==> src/rtl/counter_enable_gen.sv <==
// Programmable prescaler that paces a downstream counter with single-cycle
// enable pulses, either free-running (RUN) or for a fixed count (BURST).
module counter_enable_gen #(
  parameter int DIV_WIDTH   = 8,
  parameter int BURST_WIDTH = 5
) (
  input  logic                   clock,
  input  logic                   reset,
  input  logic [DIV_WIDTH-1:0]   div_value,
  input  logic [BURST_WIDTH-1:0] burst_len,
  input  logic                   burst_mode,
  input  logic                   start,
  input  logic                   stop,
  output logic                   enable,
  output logic                   busy,
  output logic                   done,
  output logic [BURST_WIDTH-1:0] pulses_left
);

  typedef enum logic [1:0] {
    IDLE  = 2'd0,
    RUN   = 2'd1,
    BURST = 2'd2
  } state_t;

  localparam logic [DIV_WIDTH-1:0]   DIV_ONE   = 1;
  localparam logic [BURST_WIDTH-1:0] BURST_ONE = 1;

  state_t                 state, state_next;
  logic [DIV_WIDTH-1:0]   div_q, div_q_next;
  logic [DIV_WIDTH-1:0]   div_cnt, div_cnt_next;
  logic [BURST_WIDTH-1:0] pulses_next;
  logic                   enable_next;
  logic                   done_next;
  logic                   start_ok;
  logic                   tick;

  assign start_ok = start && !stop;
  assign tick     = (div_cnt == div_q);

  always_ff @(posedge clock or negedge reset) begin
    if (!reset) begin
      state       <= IDLE;
      busy        <= 1'b0;
      enable      <= 1'b0;
      done        <= 1'b0;
      pulses_left <= '0;
      div_q       <= '0;
      div_cnt     <= '0;
    end else begin
      state       <= state_next;
      busy        <= (state_next != IDLE);
      enable      <= enable_next;
      done        <= done_next;
      pulses_left <= pulses_next;
      div_q       <= div_q_next;
      div_cnt     <= div_cnt_next;
    end
  end

  always_comb begin
    state_next = state;
    case (state)
      IDLE: begin
        if (start_ok) begin
          if (!burst_mode)
            state_next = RUN;
          else if (burst_len != '0)
            state_next = BURST;
        end
      end
      RUN: begin
        if (stop)
          state_next = IDLE;
      end
      BURST: begin
        if (stop || (pulses_left == '0))
          state_next = IDLE;
      end
      default: state_next = IDLE;
    endcase
  end

  // A burst ends one edge after its last pulse, which is when done fires.
  always_comb begin
    div_q_next   = div_q;
    div_cnt_next = div_cnt;
    pulses_next  = pulses_left;
    enable_next  = 1'b0;
    done_next    = 1'b0;
    case (state)
      IDLE: begin
        if (start_ok) begin
          div_q_next   = div_value;
          div_cnt_next = '0;
          if (burst_mode) begin
            if (burst_len != '0)
              pulses_next = burst_len;
            else
              done_next = 1'b1;
          end
        end
      end
      RUN: begin
        if (stop) begin
          div_cnt_next = '0;
        end else if (tick) begin
          div_cnt_next = '0;
          enable_next  = 1'b1;
        end else begin
          div_cnt_next = div_cnt + DIV_ONE;
        end
      end
      BURST: begin
        if (stop) begin
          div_cnt_next = '0;
          pulses_next  = '0;
        end else if (pulses_left == '0) begin
          div_cnt_next = '0;
          done_next    = 1'b1;
        end else if (tick) begin
          div_cnt_next = '0;
          enable_next  = 1'b1;
          pulses_next  = pulses_left - BURST_ONE;
        end else begin
          div_cnt_next = div_cnt + DIV_ONE;
        end
      end
      default: begin
        div_cnt_next = '0;
        pulses_next  = '0;
      end
    endcase
  end

endmodule

==> config.mk <==
export PLATFORM = sky130hd
export DESIGN_NAME = counter_enable_gen
export DESIGN_NICKNAME = d
export VERILOG_FILES = /design/src/rtl/counter_enable_gen.sv
export SDC_FILE = /design/constraint.sdc
export NUM_CORES = 1
export LEC_CHECK = 0
export CAP_MARGIN = 15
export CORE_MARGIN = 2
export CORE_UTILIZATION = 55
export CTS_BUF_LIST = sky130_fd_sc_hd__clkbuf_8
export CTS_CLUSTER_SIZE = 28
export DETAILED_ROUTE_END_ITERATION = 7
export PLACE_DENSITY = 0.82
export SLEW_MARGIN = 5
export SYNTH_ARGS = -nofsm -noshare
export SYNTH_HDL_FRONTEND = slang
export SYNTH_SLANG_ARGS = --single-unit
==> constraint.sdc <==
create_clock -name clock -period 4.4 [get_ports clock]
set_input_delay 1.32 -clock clock [delete_from_list [all_inputs] [get_ports clock]]
set_output_delay 1.32 -clock clock [all_outputs]
set_load 0.01 [all_outputs]
==> results.md <==
* Share of layout cells above drive strength 1 at 14.5%
* DR iter-0 viols at 75
* Detail Route Antenna Nets at 0
* Vias per cell at 6.06
* Area growth syn-to-layout at 20.7%
* Post-route DRC at 0
* Routability congestion estimate at 0.882
* All-layer global routing usage at 22.1%
* HP Start: div_q[2]
* # diodes at 0
* Global-route wire length before repair at 5490 um
* Mapped Area at 0.00155 mm^2
* 1st-pass router iterations at 4
* Final setup viols at 0
* Critical Path AT at 3080 ps
* Tightest Pin Transition at 493 ps
* Postcts setup bufs at 0
* Warnings from Yosys at 0
* Total power draw at 1.00 mW
* # rows at 19
* Worst setup margin at 1500 ps
* Clk sink count at 26
* Slew HR at 66.9%
* Largest net degree at the start of global routing at 27
* Routed WL at 3350 um
* Chip width at 57.1 um
* Final slew viol count at 0
* Synth cell types at 45
* Max_cap viols at 0
* Crit start category: input port
* Root Driver: clkbuf_8
* Main synth FF type: dfrtp_1
* CP max stage cell: clkdlybuf4s50_1
* Via count at 1,230
* Leak Pwr at 0.779 nW
* Post-route insts no fill at 203
* RSZ-0062 raised after global routing: false
* Fmax at 344 MHz
* Peak VDD IR at 0.439 mV
* Worst min path class: reg -> reg
* Detail Placement HPWL at 2460 um
* Final hold slack at 538 ps
* Number of global-route vias before repair at 1,180
* Setup Skew at 1.72 ps
* Critical Path RT at 4580 ps
* Post-synthesis net count at 170
* Worst path bufs/invs at 1
* Final core utilization at 69.1%
* Hold_buf cts at 0
* Pwr dens at 536 mW/mm^2
* Crit path max fanout at 6
* Reg clk slew, reported paths at 90 ps
* Fillers at 213
* Number of I/O port buffers at 25
* Placed cell area at 0.00182 mm^2
* Most common cell after layout, fill and taps aside: dfrtp_1
* Post-synth top area share at 42.0%
* Setup TNS at 0 ps
* Die height at 57.1 um
* Crit Path Category: in -> reg
* Initial Util at 57.2%
* Outcome: completed
* Register area share after synthesis at 42.0%
* Final hold violation count at 0
* Most frequent cells in the layout: dfrtp_1, clkdlybuf4s50_1, nand2_1, nand3_1
* RR Startpoint: pulses_left[0]
* Pre-CTS setup slack at 1240 ps
* Initial antenna violation count at 0
* CP top delay family: compound AO/OA/AOI/OAI gates
* Worst Setup SP: stop
* Synth Register Bits at 26
* Post-synth EDFFs at 0
* Post-DR wirelength/cell at 16.5 um
* CP Capture Type: register
* Syn_area_per_cell at 10.6 um^2
* Io pins at 26
* Cts repair resizes at 0
* Synth area leaders: dfrtp_1, mux2_2, ha_1, xor2_1, nand2_1
* Core ar. at 0.00271 mm^2
* CTS tree: done
* Crit path largest cell delay at 490 ps
* Grt ovf at 0
* Nets at 197
* Period utilization at 66.0%
* Syn Inst Count at 146
* Post-layout min period at 2900 ps
* Dominant cell type by area after synthesis: dfrtp_1
* Design Area, Final at 0.00187 mm^2
* TritonCTS Buffers at 3
* Clk_lat worst skew at 270 ps
* Die ar. at 0.00326 mm^2
* Cells along the critical path: clkdlybuf4s50_1 -> nand2b_1 -> o22a_1 -> a211oi_4 -> nand2_2 -> o311ai_2
* Max clock buf depth at 2
* Post-placement cell count at 199
* H-tree depth at 1
* Asr flop ratio synth at 100%
## path summary, 6_finish.rpt
path	to	slack, ps	cells past startpoint
min in group asynchronous	done	1410	2
setup reg to reg	pulses_left[4]	2360	7
setup / recovery	div_cnt[4]	1500	6
hold reg to reg	div_q[2]	540	1
hold / removal	div_q[2]	540	1
max in group asynchronous	div_cnt[0]	2740	2
## registers in the layout, indices dropped and copies added, names as in the netlist
register	count
enable	1
done	1
div_cnt	8
state	2
busy	1
pulses_left	5
div_q	8
## worst reg2reg max path: cells and delay by family, from the launching register on
family	cells	cell delay [ps]
and+or+nand+nor	2	650
AOI/OAI and AO/OA	3	560
adders and majority gates	1	210
DFF	1	420
buffers and inverters	1	90
## Yosys cell counts (all sizes together) (3+ instances only)
| master | number |
|---|---|
| a41oi | 3 |
| o311ai | 3 |
| a2bb2oi | 3 |
| nand2 | 17 |
| and2 | 3 |
| mux2 | 8 |
| dfrtp | 26 |
| ha | 6 |
| inv | 8 |
| a21oi | 4 |
| nor3 | 5 |
| xor2 | 8 |
| o22ai | 5 |
| o21ai | 5 |
| nand2b | 3 |
| nand3 | 9 |
## layout make-up
class / count / area (um^2) / area share, %
flip-flops and latches: 26 / 651 / 34.8
well taps: 31 / 38.8 / 2.07
repair buffers: 26 / 258 / 13.8
inverters: 8 / 30.0 / 1.60
clock buffers: 4 / 55.1 / 2.94
multi-input cells: 108 / 840 / 44.9
## power by group
group	total [mW]	switching, mW	internal [mW]
sequential	0.383	0.0711	0.312
clock	0.155	0.0751	0.0801
combinational	0.465	0.243	0.222
## per-layer routing
| metal | track usage, % | share of wire (%) |
|---|---|---|
| met1 | 28.0 | 44 |
| met2 | 37.6 | 50 |
| met3 | 3.85 | 4.0 |
| met4 | 8.97 | 1.6 |
| met5 | 0 | 0 |
## cells by family (layout without fill, tap and decap cells)
logic type / Yosys count / in the layout / share of synthesized area (%)
simple gates: 49 / 49 / 18.1
compound gates: 36 / 36 / 19.8
flops: 26 / 26 / 42.0
buf+inv: 12 / 38 / 3.87
mux: 9 / 9 / 6.46
xor+xnor: 8 / 8 / 5.00
fa+ha+maj: 6 / 6 / 4.84
Power figures use the tool's default switching activity.
